[config.mk]
export PLATFORM = sky130hd
export DESIGN_NAME = torreta_rx_serial
export DESIGN_NICKNAME = d
export VERILOG_FILES = /design/src/rtl/torreta_rx_serial.sv
export SDC_FILE = /design/constraint.sdc
export NUM_CORES = 1
export LEC_CHECK = 0
export CAP_MARGIN = 20
export CORE_MARGIN = 4
export CORE_UTILIZATION = 55
export DETAILED_ROUTE_END_ITERATION = 8
export HOLD_SLACK_MARGIN = 0.1
export PLACE_DENSITY_LB_ADDON = 0.12
export SETUP_SLACK_MARGIN = 0.2
export SLEW_MARGIN = 30
export SYNTH_ARGS = -nofsm -noshare
export SYNTH_HDL_FRONTEND = slang
export SYNTH_SLANG_ARGS = --single-unit
[constraint.sdc]
create_clock -name clock -period 2.49 [get_ports clock]
set_input_delay 0.498 -clock clock [delete_from_list [all_inputs] [get_ports clock]]
set_output_delay 0.498 -clock clock [all_outputs]
set_load 0.01 [all_outputs]
[src/rtl/torreta_rx_serial.sv]
// ---------------------------------------------------------------------------
// torreta_rx_serial
//
// Receive side of the turret telemetry link. Deserializes 8N1 UART frames and
// parses the 8-character ASCII message "AAA,DDD#" (angle, distance, three
// decimal digits each). The last valid message is held as BCD digits for the
// seven-segment displays; framing and format problems are flagged on erro.
//
// Ports
//   clock              in   system clock
//   reset              in   synchronous, active-high reset
//   entrada_serial     in   UART line, idle high
//   angulo_*           out  BCD digits of the last valid angle
//   distancia_*        out  BCD digits of the last valid distance
//   mensagem_pronta    out  1-cycle pulse when a valid message is latched
//   erro               out  1-cycle pulse on framing or format error
//   byte_pronto        out  1-cycle pulse per correctly framed byte
//   dado_recebido      out  last correctly framed byte
//   db_estado          out  parser state code
//
// Receiver states
//   state      | meaning
//   OCIOSO     | line idle, waiting for a falling edge
//   INICIO     | timing to the middle of the start bit
//   DADOS      | sampling the 8 data bits, LSB first
//   PARADA     | sampling the stop bit
//
// Parser states (db_estado code)
//   state          | meaning
//   ESPERA_A2  (0) | waiting for angle hundreds digit
//   A1         (1) | waiting for angle tens digit
//   A0         (2) | waiting for angle units digit
//   VIRGULA    (3) | waiting for ','
//   D2         (4) | waiting for distance hundreds digit
//   D1         (5) | waiting for distance tens digit
//   D0         (6) | waiting for distance units digit
//   TERMINADOR (7) | waiting for '#'
//   ERRO_SINC  (8) | discarding bytes until '#'
// ---------------------------------------------------------------------------
module torreta_rx_serial #(
    parameter int CICLOS_POR_BIT = 434,
    parameter int LARGURA_CONT   = 9
) (
    input  logic       clock,
    input  logic       reset,
    input  logic       entrada_serial,
    output logic [3:0] angulo_centena,
    output logic [3:0] angulo_dezena,
    output logic [3:0] angulo_unidade,
    output logic [3:0] distancia_centena,
    output logic [3:0] distancia_dezena,
    output logic [3:0] distancia_unidade,
    output logic       mensagem_pronta,
    output logic       erro,
    output logic       byte_pronto,
    output logic [7:0] dado_recebido,
    output logic [3:0] db_estado
);

    localparam logic [LARGURA_CONT-1:0] CONT_MEIO = LARGURA_CONT'(CICLOS_POR_BIT / 2);
    localparam logic [LARGURA_CONT-1:0] CONT_FIM  = LARGURA_CONT'(CICLOS_POR_BIT - 1);

    typedef enum logic [1:0] {OCIOSO, INICIO, DADOS, PARADA} rx_estado_t;

    typedef enum logic [3:0] {
        ESPERA_A2  = 4'd0,
        A1         = 4'd1,
        A0         = 4'd2,
        VIRGULA    = 4'd3,
        D2         = 4'd4,
        D1         = 4'd5,
        D0         = 4'd6,
        TERMINADOR = 4'd7,
        ERRO_SINC  = 4'd8
    } ps_estado_t;

    // ---------------- input synchronizer and edge detect ----------------
    logic [1:0] sinc_q;
    logic       anterior_q;
    logic       rx_s;
    logic       borda;

    always_ff @(posedge clock) begin
        if (reset) begin
            sinc_q     <= 2'b11;
            anterior_q <= 1'b1;
        end else begin
            sinc_q     <= {sinc_q[0], entrada_serial};
            anterior_q <= sinc_q[1];
        end
    end

    assign rx_s  = sinc_q[1];
    // A low line after a bad stop bit never looks like an edge, so the
    // receiver re-arms only once the line has been seen high again.
    assign borda = anterior_q & ~rx_s;

    // ---------------- receiver ----------------
    rx_estado_t             rx_q, rx_d;
    logic [LARGURA_CONT-1:0] cont_q, cont_d;
    logic [2:0]              idx_q, idx_d;
    logic [7:0]              desloc_q, desloc_d;
    logic                    amostra_ok;
    logic                    amostra_erro;

    always_ff @(posedge clock) begin
        if (reset) begin
            rx_q     <= OCIOSO;
            cont_q   <= '0;
            idx_q    <= '0;
            desloc_q <= '0;
        end else begin
            rx_q     <= rx_d;
            cont_q   <= cont_d;
            idx_q    <= idx_d;
            desloc_q <= desloc_d;
        end
    end

    always_comb begin
        rx_d     = rx_q;
        cont_d   = cont_q;
        idx_d    = idx_q;
        desloc_d = desloc_q;
        case (rx_q)
            OCIOSO: begin
                if (borda) begin
                    rx_d   = INICIO;
                    cont_d = '0;
                end
            end
            INICIO: begin
                if (cont_q == CONT_MEIO) begin
                    cont_d = '0;
                    if (rx_s) begin
                        rx_d = OCIOSO;
                    end else begin
                        rx_d  = DADOS;
                        idx_d = '0;
                    end
                end else begin
                    cont_d = cont_q + 1'b1;
                end
            end
            DADOS: begin
                if (cont_q == CONT_FIM) begin
                    cont_d   = '0;
                    desloc_d = {rx_s, desloc_q[7:1]};
                    if (idx_q == 3'd7) begin
                        rx_d = PARADA;
                    end else begin
                        idx_d = idx_q + 3'd1;
                    end
                end else begin
                    cont_d = cont_q + 1'b1;
                end
            end
            PARADA: begin
                if (cont_q == CONT_FIM) begin
                    cont_d = '0;
                    rx_d   = OCIOSO;
                end else begin
                    cont_d = cont_q + 1'b1;
                end
            end
            default: begin
                rx_d   = OCIOSO;
                cont_d = '0;
            end
        endcase
    end

    always_comb begin
        amostra_ok   = 1'b0;
        amostra_erro = 1'b0;
        if (rx_q == PARADA && cont_q == CONT_FIM) begin
            amostra_ok   = rx_s;
            amostra_erro = ~rx_s;
        end
    end

    logic       byte_pronto_q;
    logic [7:0] dado_q;

    always_ff @(posedge clock) begin
        if (reset) begin
            byte_pronto_q <= 1'b0;
            dado_q        <= '0;
        end else begin
            byte_pronto_q <= amostra_ok;
            if (amostra_ok) begin
                dado_q <= desloc_q;
            end
        end
    end

    // ---------------- parser ----------------
    ps_estado_t ps_q, ps_d;
    logic       eh_digito;
    logic       eh_term;
    logic       aceito;
    logic       ignorado;
    logic       ps_erro;
    logic       ps_fim;
    logic       grava;

    assign eh_digito = (dado_q >= 8'h30) && (dado_q <= 8'h39);
    assign eh_term   = (dado_q == 8'h23);
    assign ignorado  = (ps_q == ESPERA_A2) && eh_term;

    always_comb begin
        aceito = 1'b0;
        case (ps_q)
            ESPERA_A2, A1, A0, D2, D1, D0: aceito = eh_digito;
            VIRGULA:                       aceito = (dado_q == 8'h2C);
            TERMINADOR, ERRO_SINC:         aceito = eh_term;
            default:                       aceito = 1'b0;
        endcase
    end

    always_ff @(posedge clock) begin
        if (reset) begin
            ps_q <= ESPERA_A2;
        end else begin
            ps_q <= ps_d;
        end
    end

    always_comb begin
        ps_d = ps_q;
        if (amostra_erro) begin
            ps_d = ESPERA_A2;
        end else if (byte_pronto_q) begin
            if (aceito) begin
                case (ps_q)
                    ESPERA_A2: ps_d = A1;
                    A1:        ps_d = A0;
                    A0:        ps_d = VIRGULA;
                    VIRGULA:   ps_d = D2;
                    D2:        ps_d = D1;
                    D1:        ps_d = D0;
                    D0:        ps_d = TERMINADOR;
                    default:   ps_d = ESPERA_A2;
                endcase
            end else if (ps_q != ERRO_SINC && !ignorado) begin
                // '#' itself is a message boundary, so resync immediately.
                ps_d = eh_term ? ESPERA_A2 : ERRO_SINC;
            end
        end
    end

    always_comb begin
        ps_erro = byte_pronto_q && !aceito && (ps_q != ERRO_SINC) && !ignorado;
        ps_fim  = byte_pronto_q && aceito && (ps_q == TERMINADOR);
        grava   = byte_pronto_q && aceito &&
                  (ps_q == ESPERA_A2 || ps_q == A1 || ps_q == A0 ||
                   ps_q == D2 || ps_q == D1 || ps_q == D0);
    end

    // Shadow digits: leftovers from an aborted message are always overwritten
    // before the next terminator can be reached, so they need no clearing.
    logic [3:0] sombra_q [6];
    logic [3:0] saida_q  [6];
    logic       erro_q;
    logic       msg_q;

    always_ff @(posedge clock) begin
        if (reset) begin
            for (int i = 0; i < 6; i++) begin
                sombra_q[i] <= '0;
                saida_q[i]  <= '0;
            end
            erro_q <= 1'b0;
            msg_q  <= 1'b0;
        end else begin
            erro_q <= amostra_erro | ps_erro;
            msg_q  <= ps_fim;
            if (grava) begin
                case (ps_q)
                    ESPERA_A2: sombra_q[0] <= dado_q[3:0];
                    A1:        sombra_q[1] <= dado_q[3:0];
                    A0:        sombra_q[2] <= dado_q[3:0];
                    D2:        sombra_q[3] <= dado_q[3:0];
                    D1:        sombra_q[4] <= dado_q[3:0];
                    default:   sombra_q[5] <= dado_q[3:0];
                endcase
            end
            if (ps_fim) begin
                for (int i = 0; i < 6; i++) begin
                    saida_q[i] <= sombra_q[i];
                end
            end
        end
    end

    assign angulo_centena    = saida_q[0];
    assign angulo_dezena     = saida_q[1];
    assign angulo_unidade    = saida_q[2];
    assign distancia_centena = saida_q[3];
    assign distancia_dezena  = saida_q[4];
    assign distancia_unidade = saida_q[5];
    assign mensagem_pronta   = msg_q;
    assign erro              = erro_q;
    assign byte_pronto       = byte_pronto_q;
    assign dado_recebido     = dado_q;
    assign db_estado         = ps_q;

endmodule
After elaboration in Yosys (flattened, before gate mapping)
Memories as Yosys holds them, arrays and structs flattened.
Index checks and enable logic that the tools add are counted.
{"block": "word_totals", "register_bits": 40, "ramBits": 48, "input_bits": 3, "out_inout_bits": 39, "word_cells": 150, "n_memories": 2}
{"block": "op_classes", "addsub": 2, "n_lt_le_gt_ge": 2, "eq_ne": 24, "mux": 64, "n_bitwise": 15, "n_reduce_logical": 30}
{"memory": "saida_q", "words": 6, "width": 4, "rd": 6, "rd_clocked_by_memory_dff": 0, "write_ports": 6, "line": "263", "rtl": "logic [3:0] saida_q [6];"}
{"memory": "sombra_q", "words": 6, "width": 4, "rd": 6, "rd_clocked_by_memory_dff": 0, "write_ports": 6, "line": "262", "rtl": "logic [3:0] sombra_q [6];"}
{"op": "2-to-1 mux 4 bit", "count": 15}
{"op": "2-to-1 mux 1 bit", "count": 31}
{"op": "2-to-1 mux 9 bit", "count": 3}
{"op": "one-hot mux 9 bit (3 select lines)", "count": 1}
{"op": "one-hot mux 3 bit (7 select lines)", "count": 1}
{"op": "== test 4 x 3 -> 1 bit (second input constant)", "count": 4}
{"op": "== test 8 x 6 -> 1 bit (second input constant)", "count": 2}
{"op": "inequality test 2 bit (second input constant)", "count": 7}
{"op": "bitwise OR 1 bit", "count": 13}
{"op": "2-to-1 mux 2 bit", "count": 6}
{"op": "2-to-1 mux 3 bit", "count": 4}
{"op": "logical AND 1 bit", "count": 10}
{"op": "AND reduction 5 bit", "count": 2}
{"op": "adder 9 x 1 -> 9 bit (second input constant)", "count": 1}
{"op": "== test 9 x 8 -> 1 bit (second input constant)", "count": 1}
{"op": "== test 9 bit (second input constant)", "count": 1}
{"op": "== test 4 x 2 -> 1 bit (second input constant)", "count": 2}
{"op": ">= comparator 8 x 6 -> 1 bit (second input constant)", "count": 1}
{"op": "less-or-equal comparator 8 x 6 -> 1 bit (second input constant)", "count": 1}
{"op": "one-hot mux 2 bit (4 select lines)", "count": 1}
{"op": "one-hot mux 3 bit (2 select lines)", "count": 1}
{"op": "OR reduction 2 bit", "count": 3}
{"op": "OR reduction 6 bit", "count": 1}
{"op": "logical OR 1 bit", "count": 5}
{"op": "16 further kinds", "count": 20}

Longest topological paths before layout
Gate-level depths: netlist (run 1).
{"block": "depth", "ltp_word": 11, "depth_mapped": 8, "depth_no_buf": 7}

Worst setup path after synthesis (run 1)
No wires, ideal clock.
{"block": "synth_path", "path_type": "register -> register", "startpoint": "register cont_q[0]", "endpoint": "register rx_q[0]", "setup_time_ns": 0.070, "t_arrival_ns": 1.975, "required_time_ns": 2.420, "slack_ns": 0.445, "path_stages_with_launch": 7, "n_path_buf": 0, "period_less_slack_ns": 2.045, "path_cell_list": "dfxtp_1 ha_1 or4b_4 o311ai_4 nand2_2 or4_1 a21oi_1"}
{"block": "synth_between", "elab_chain_len": 3, "word_cells_on_any_way": 6, "cone_classes": "eq/ne (5); reduce/logical (1)"}
{"item": "start: declaration", "line": "100", "rtl": "logic [LARGURA_CONT-1:0] cont_q, cont_d;"}
{"item": "start signal: assignment", "line": "114", "rtl": "cont_q <= cont_d;"}
{"item": "== test 9 bit or == test 9 x 8 -> 1 bit (tied branches)", "line": "146, 159, 133"}
{"item": "inequality test 2 bit (no line)"}
{"item": "AND reduction 5 bit (no line) *"}
{"item": "end signal: assignment", "line": "113", "rtl": "rx_q <= rx_d;"}
{"item": "end: declaration", "line": "99", "rtl": "rx_estado_t rx_q, rx_d;"}
Mark *: on every way between the ends. The rest lies on a longest branch, timed or not.
A chain may end at the register's enable or synchronous reset.

Final worst setup path (run 1)
{"block": "layout_path", "startpoint": "register cont_q[1]", "endpoint": "register rx_q[0]"}
Same word-level chain as after synthesis.

==> out/results.ini, run 1 <==
[routing]
drt_drc_violations_left = 0
first_pass_iters = 4
via_count = 2484
routed_wl_um = 6600
viasPerCell = 5.44
ant_nets = 0
drt_iter0_drc = 139
wl_per_cell_um = 14.4

[clock_network]
tritoncts.num_buffers = 9
clock_latency_ns = 0.35
cts_sinks = 88
clockBufferDepth = 2
path_clk_slew_ns = 0.08
cts_tree = built
postCtsHoldBufs = 0
cts_root_buf = clkbuf_8
ctsHtreeMaxLevel = 3

[floorplan]
die-area_sq_um = 8130
core_area_sq_um = 6460
start_util = 0.575
rows = 29
die_x_um = 90.2
io-pin-count = 42
die_h_um = 90.2

[grt]
overflow = 0
grt_pass1_wl_um = 11200
antenna_found_initial = 0
grt_pass1_vias = 2390
grt_max_degree = 26
gr-usage-all-layers = 0.168

[place]
place_ws_ns = 0.296
port_buffers = 41
gp_congestion = 0.811
hpwl_um = 4640

[yosys]
ys_types = 53
ys_async_sr_fraction = 0
syn_nets = 336
synth_ff_type = edfxtp_1
yosys_register_bits = 88
yosys_warnings = 0
avgSynthCellArea_sq_um = 11.3
netlist_area_sq_um = 3710
syn_inst = 329
seq_area_frac_synth = 0.604
synth-edff-count = 48

[pwr]
switching_power_w = 0.000562
clock_power_share = 0.373
p_leak_nw = 1.58
powerDensity_nw_per_um2 = 616
ir_worst_vdd_mv = 0.313
switching_share = 0.204
p_int_w = 0.00219
combPwrFrac = 0.052
seqPwrFrac = 0.575

[cells_and_area]
area_growth_pct = 20.5
final_common_cell = nor2_1
multi_input_area_sq_um = 1400
antenna_cells = 0
nets = 383
nFillCells = 473
regArea_sq_um = 2240
final_core_util = 0.693
drive_above_1_share = 0.103
layout_common_cells = nor2_1 (54), edfxtp_1 (48), clkdlybuf4s50_1 (41)

[critical_path]
worst_setup_path_start_kind = register
worstPathArrival_ns = 2.45
critPathMaxFanout = 4
crit_required_ns = 2.77
path_class = reg -> reg
path_cells = inv_1 -> ha_1 -> or4b_4 -> o311ai_4 -> nand2_2 -> or4_1 -> a21oi_1
critPathLaunch = cont_q[1]
end_kind = register
r2r-start = cont_q[1]
slowest_stage = or4b_4
slowest_delay_ns = 0.47
r2r_slack_ns = 0.32

[sta]
setup_violations = 0
slew_headroom = 0.591
tightest_slew_ns = 0.614
fin_crit_sh = 0.870
report.final.slew_viol_count = 0
hold_viol_final = 0
fin_skew_ns = 0.0118
rsz0062_at_grt = false
fin_crit_ns = 2.17
fin_tns_setup_ns = 0
setup_slack_ns = 0.323
max_freq_ghz = 0.462

[worst_hold_path]
hold_class = reg -> reg
worstHoldStart = sinc_q[0]

[flow_run]
drv_cap = 0

[run_status]
run_status = finished clean

power groups by stage:
stage	sequential, W	combinational (W)	clock [W]
final	0.00158	0.000144	0.00103
after global routing	0.00159	0.000156	0.00111
after CTS	0.00158	0.000139	0.00106
after detailed placement	0.00162	0.000138	0
after global placement	0.00162	0.000134	0
after floorplan	0.00162	0.0000650	0
metal layers:
layer | vias to the layer above | part of all wire | wire (um) | global-route usage
li1 | 1264 | - | - | -
met4 | 0 | 0.020 | 131 | 0.0778
met2 | 51 | 0.50 | 3310 | 0.291
met5 | - | 0 | 0 | 0
met1 | 1158 | 0.44 | 2890 | 0.202
met3 | 11 | 0.041 | 272 | 0.0334
final timing paths:
kind | to | depth (start not counted)
max | rx_q[0] | 7
min | sinc_q[1] | 1
max reg2reg | rx_q[0] | 7
min reg2reg | sinc_q[1] | 1
area by class of cell:
class / instances / area share
Clock buffer: 9 / 0.0277
Clock inverter: 6 / 0.0190
Inverter: 4 / 0.00336
Multi-Input combinational cell: 221 / 0.314
Sequential cell: 88 / 0.502
Tap cell: 77 / 0.0215
Timing Repair Buffer: 52 / 0.113
synthesized netlist by cell type, types with 3 or more instances:
cell | instances | area share
a21oi_1 | 15 | 0.020
clkbuf_1 | 14 | 0.014
nor3_1 | 3 | 0.0040
edfxtp_1 | 48 | 0.39
nor2b_1 | 4 | 0.0067
inv_1 | 4 | 0.0040
mux2i_1 | 18 | 0.049
and2_1 | 26 | 0.044
or2_2 | 4 | 0.0067
nand3_1 | 16 | 0.022
nor2_1 | 54 | 0.055
ha_1 | 4 | 0.013
nand2b_1 | 16 | 0.027
a31oi_1 | 5 | 0.0084
o21ai_0 | 4 | 0.0054
dfxtp_1 | 40 | 0.22
nand4b_1 | 3 | 0.0071
nand2_1 | 7 | 0.0071
state kept, by name, indices dropped and copies added, names as in the netlist, 2 cells and up, named ones only:
name and count:
saida_q 24, sombra_q 24, cont_q 9, dado_recebido 8, desloc_q 8, db_estado 4
idx_q 3, sinc_q 2
critical path, delay by kind of cell, from the launching register on:
kind	cells	cell delay (ns)
simple gates	3	1.04
compound gates	2	0.47
flops	1	0.33
fa+ha+maj	1	0.17
buf+inv	1	0.08
through the flow:
stage	power [W]	std cells	hold slack, ns	instance area (sq um)
after floorplan	0.00169	329	0.389	3710
after global placement	0.00175	439	0.396	4230
after detailed placement	0.00176	439	0.397	4230
after CTS	0.00278	454	0.422	4430
after global routing	0.00285	457	0.431	4470
final	0.00276	457	0.418	4470
cells by family (layout without fill, tap and decap cells):
kind of cell	Yosys count	after routing	share of synthesized area
simple gates	150	150	0.216
flops	88	88	0.604
compound gates	46	46	0.0883
buf+inv	20	71	0.0222
mux	19	19	0.0515
fa+ha+maj	4	4	0.0135
xor+xnor	2	2	0.00472
repair_timing:
action	CTS	global route
setup endpoints to repair	0	15
buffers inserted	0	3
gates resized for setup	0	4
No activity file was read; power rests on OpenSTA's default activity.
==> inputs of run 2 (changes only) <==
Settings changed: CORE_MARGIN 4 to not set, HOLD_SLACK_MARGIN 0.1 to not set.
==> run 2 against run 1 <==
First-iteration DRC count down 16%. Die area down 13%. The run now ends with DRC left. Sequential power barely moved. Register-to-register slack lost 0.03 ns. Total power is 5.7% lower. Clock power fell by 15%. Cell count increased by 0.22%. Via count is 0.52% higher. Sequential cell count did not move. Count of clock-buffer cells in the layout is 1 higher. Non-clock buffer count unchanged. Largest cell class unchanged. Clock skew rose by 0.00056 ns.
==> out/results.ini, run 2 (synthesis results as in run 1) <==
[worst_hold_path]
holdPathStages = 1
worstHoldStart = sinc_q[0]
hold_class = reg -> reg
min_to = sinc_q[1]

[routing]
first_pass_iters = 6
drt_drc_violations_left = 12
wl_per_cell_um = 13.9
drt_iter0_drc = 117
ant_nets = 0
via_count = 2497
routed_wl_um = 6370
viasPerCell = 5.45

[floorplan]
start_util = 0.578
io-pin-count = 42
die_x_um = 84.2
die_h_um = 84.2
rows = 29
core_area_sq_um = 6420
die-area_sq_um = 7080

[cells_and_area]
drive_above_1_share = 0.102
final_core_util = 0.691
largest_registers = saida_q (24), sombra_q (24), cont_q (9)
nFillCells = 475
area_growth_pct = 19.4
antenna_cells = 0
final_common_cell = nor2_1
layout_common_cells = nor2_1 (54), edfxtp_1 (48), clkdlybuf4s50_1 (41)
nets = 383

[sta]
slew_headroom = 0.607
rsz0062_at_grt = false
max_freq_ghz = 0.455
fin_crit_ns = 2.20
hold_viol_final = 0
fin_tns_setup_ns = 0
fin_skew_ns = 0.0124
setup_violations = 0
fin_crit_sh = 0.883
tightest_slew_ns = 0.583
report.final.slew_viol_count = 0

[place]
hpwl_um = 4450
gp_congestion = 0.832
port_buffers = 41

[clock_network]
cts_root_buf = clkbuf_8
ctsHtreeMaxLevel = 3
tritoncts.num_buffers = 9
cts_tree = built
clock_latency_ns = 0.35
postCtsHoldBufs = 0
cts_sinks = 88
clockBufferDepth = 2
path_clk_slew_ns = 0.08

[pwr]
p_leak_nw = 1.56
ir_worst_vdd_mv = 0.512
powerDensity_nw_per_um2 = 586

[run_status]
run_status = finished with violations
violations = DRC

[critical_path]
worst-r2r-cell-count = 7
slowest_delay_ns = 0.48
r2r_slack_ns = 0.29
critPathLaunch = cont_q[1]
crit_family = simple AND/OR/NAND/NOR gates
worst_setup_path_start_kind = register
slowest_stage = or4_1
worstPathArrival_ns = 2.48
path_cells = inv_1 -> ha_2 -> or4b_4 -> o311ai_4 -> nand2_2 -> or4_1 -> a21oi_1
crit_required_ns = 2.77
cp_num_buf_inv = 1
critPathMaxFanout = 6
r2r-start = cont_q[1]
r2r-end = rx_q[0]
path_class = reg -> reg
end_kind = register

[flow_run]
drv_cap = 0

[grt]
gr-usage-all-layers = 0.190
grt_max_degree = 26
grt_pass1_vias = 2266
antenna_found_initial = 0
overflow = 0
grt_pass1_wl_um = 10500

run 2: report_power, final:
group / internal, W / leakage (nW) / total [W] / switching, W
registers: 0.00157 / 0.784 / 0.00158 / 0.0000163
clock network: 0.000368 / 0.0793 / 0.000871 / 0.000503
logic: 0.0000710 / 0.701 / 0.000143 / 0.0000723
run 2: cell type report:
cell class | count | area, sq um | share of cell area
flip-flops and latches | 88 | 2240 | 0.506
multi-input cells | 221 | 1400 | 0.316
repair buffers | 52 | 505 | 0.114
clock buffers | 10 | 128 | 0.0288
well taps | 77 | 96.3 | 0.0217
clock inverters | 6 | 45.0 | 0.0102
inverters | 4 | 15.0 | 0.00339
run 2: worst register-to-register path, delay by kind of cell (launching register included):
kind	cells	cell delay, ns
buffers and inverters	1	0.08
AND/OR/NAND/NOR	3	1.06
AO/OA/AOI/OAI	2	0.49
adder cells (fa/ha/maj)	1	0.18
flip-flops	1	0.33
run 2: worst max-delay path by stage:
stage               depth (start not counted)              to  slack, ns
global placement                            5  sombra_q[2][2]       0.29
floorplan                                   6         rx_q[0]       0.45
CTS                                         5  sombra_q[2][1]       0.23
finish                                      7         rx_q[0]       0.29
detailed placement                          5  sombra_q[2][0]       0.26
global route                                7         rx_q[0]       0.18
run 2: per-layer routing:
layer | GRT usage | part of all wire | vias to the layer above
met5 | 0 | 0 | -
met1 | 0.241 | 0.45 | 1162
met4 | 0.105 | 0.013 | 0
met3 | 0.0374 | 0.036 | 8
met2 | 0.308 | 0.50 | 63
li1 | - | - | 1264
run 2: repair_timing:
| action | CTS | global route |
|---|---|---|
| resized for setup | 0 | 4 |
| buffers inserted | 0 | 3 |
| endpoints found under the setup margin | 0 | 19 |
run 2: stage by stage:
| step | power [W] | hold WS [ns] | setup slack, ns | std cells | cell area (sq um) |
|---|---|---|---|---|---|
| floorplan | 0.00169 | 0.389 | 0.445 | 329 | 3710 |
| global placement | 0.00175 | 0.394 | 0.286 | 439 | 4230 |
| detailed placement | 0.00175 | 0.422 | 0.258 | 439 | 4230 |
| CTS | 0.00262 | 0.441 | 0.233 | 455 | 4400 |
| global route | 0.00271 | 0.463 | 0.182 | 458 | 4440 |
| finish | 0.00260 | 0.436 | 0.291 | 458 | 4440 |
==> inputs of run 3 (changes only) <==
Settings changed: GPL_TIMING_DRIVEN set to 0.
==> run 3 against run 2 <==
The run still ends with DRC left. Sequential power barely moved. Critical path depth decreased by 1. Hold slack got worse by 0.018 ns. Total power fell by 0.52%. Clock power fell by 0.9%. Cell count rose by 1.3%. First-iteration DRC count fell by 11%. Maximum frequency rose by 0.67%. Global-route usage is 0.34 points higher. Register-to-register slack hardly changed. Sequential cell count is the same. Wire length decreased by 0.22%. Critical endpoint is now saida_q[3][1]. Largest cell class unchanged. Largest power group unchanged. Highest routed layer unchanged.
==> out/results.ini, run 3 (synthesis results as in run 1) <==
[cells_and_area]
largest_registers = saida_q (24), sombra_q (24), cont_q (9)
antenna_cells = 0
final_common_cell = nor2_1
nFillCells = 482
layout_common_cells = nor2_1 (54), edfxtp_1 (48), clkdlybuf4s50_1 (40)
nets = 389
area_growth_pct = 19.7
drive_above_1_share = 0.103

[critical_path]
slowest_stage = dfxtp_1
slowest_delay_ns = 0.44
critPathMaxFanout = 10
crit_required_ns = 2.71
end_kind = register
worst_setup_path_start_kind = register
path_class = reg -> reg
worstPathArrival_ns = 2.41
path_cells = nor4bb_2 -> nand4b_1 -> a21o_1 -> a211oi_4 -> clkbuf_2 -> and2_1

[clock_network]
ctsHtreeMaxLevel = 3
clockBufferDepth = 2
postCtsHoldBufs = 0
tritoncts.num_buffers = 9
cts_sinks = 88
cts_tree = built
path_clk_slew_ns = 0.09
clock_latency_ns = 0.35
cts_root_buf = clkbuf_8

[sta]
max_freq_ghz = 0.458
setup_slack_ns = 0.306
rsz0062_at_grt = false
slew_headroom = 0.590
fin_crit_ns = 2.18
setup_violations = 0
report.final.slew_viol_count = 0
tightest_slew_ns = 0.615
hold_viol_final = 0
fin_skew_ns = 0.00532
hold_slack_ns = 0.417
fin_tns_setup_ns = 0
fin_crit_sh = 0.877

[grt]
gr-usage-all-layers = 0.193
grt_max_degree = 25
overflow = 0
antenna_found_initial = 0
grt_pass1_vias = 2318
grt_pass1_wl_um = 10600

[routing]
first_pass_iters = 6
wl_per_cell_um = 13.7
viasPerCell = 5.50
drt_drc_violations_left = 12
via_count = 2552
routed_wl_um = 6360
drt_iter0_drc = 104
ant_nets = 0

[worst_hold_path]
hold_class = reg -> reg

[place]
port_buffers = 40
hpwl_um = 4540
gp_congestion = 0.820
place_ws_ns = 0.0383

[floorplan]
die_x_um = 84.2
rows = 29
io-pin-count = 42
die_h_um = 84.2
core_area_sq_um = 6420
start_util = 0.578
die-area_sq_um = 7080

[run_status]
violations = DRC
run_status = finished with violations

[pwr]
ir_worst_vdd_mv = 0.435
p_leak_nw = 1.56
powerDensity_nw_per_um2 = 581

[flow_run]
drv_cap = 0

run 3: cell types whose count changed in the layout (fill, tap and decap cells not counted), moves of 2 or more:
cell      delta
clkbuf_1     +9
a21oi_2      +2
buf_4        -8
clkinv_2     +2
clkbuf_2     +4
a21oi_1      -2
run 3: routing by layer:
metal  vias to the layer above  part of all wire  track usage
li1                       1282                 -            -
met1                      1227              0.46        0.242
met2                        37              0.50        0.324
met3                         6             0.029       0.0472
met4                         0            0.0091       0.0768
met5                         -                 0            0
run 3: final timing paths:
kind	from	endpoint	slack, ns	depth (start not counted)
max reg2reg	dado_recebido[2]	saida_q[3][1]	0.31	6
max	dado_recebido[2]	saida_q[3][1]	0.31	6
min	sinc_q[0]	sinc_q[1]	0.42	1
min reg2reg	sinc_q[0]	sinc_q[1]	0.42	1
run 3: timing repair:
item,4_1_cts,5_1_grt
setup buffers,0,2
resized for setup,4,13
endpoints found under the setup margin,47,69
pin swaps,0,2
run 3: critical path: cells and delay by family, from the launching register on:
kind / cells / cell delay [ns]
and+or+nand+nor: 3 / 0.75
AOI/OAI and AO/OA: 2 / 0.61
DFF: 1 / 0.44
buffers and inverters: 1 / 0.26
run 3: through the flow:
step | instances | total power [W] | util | instance area [sq um]
CTS | 462 | 0.00260 | 0.685 | 4400
floorplan | 329 | 0.00169 | - | 3710
detailed placement | 446 | 0.00175 | 0.656 | 4210
finish | 464 | 0.00258 | 0.692 | 4450
global route | 464 | 0.00269 | 0.692 | 4450
global placement | 446 | 0.00174 | 0.656 | 4210
run 3: power breakdown:
part	total (W)	internal, W	switching [W]
Sequential	0.00158	0.00157	0.0000122
Combinational	0.000142	0.0000662	0.0000756
Clock	0.000863	0.000362	0.000501
run 3: cell type report:
type                            count  area (sq um)  area share
Tap cell                           77          96.3      0.0217
Sequential cell                    88          2240       0.505
Clock inverter                      7          47.5      0.0107
Clock buffer                        9           124      0.0279
Timing Repair Buffer               42           415      0.0934
Inverter                            4          15.0     0.00338
Multi-Input combinational cell    221          1430       0.322
Buffer                             16          72.6      0.0163
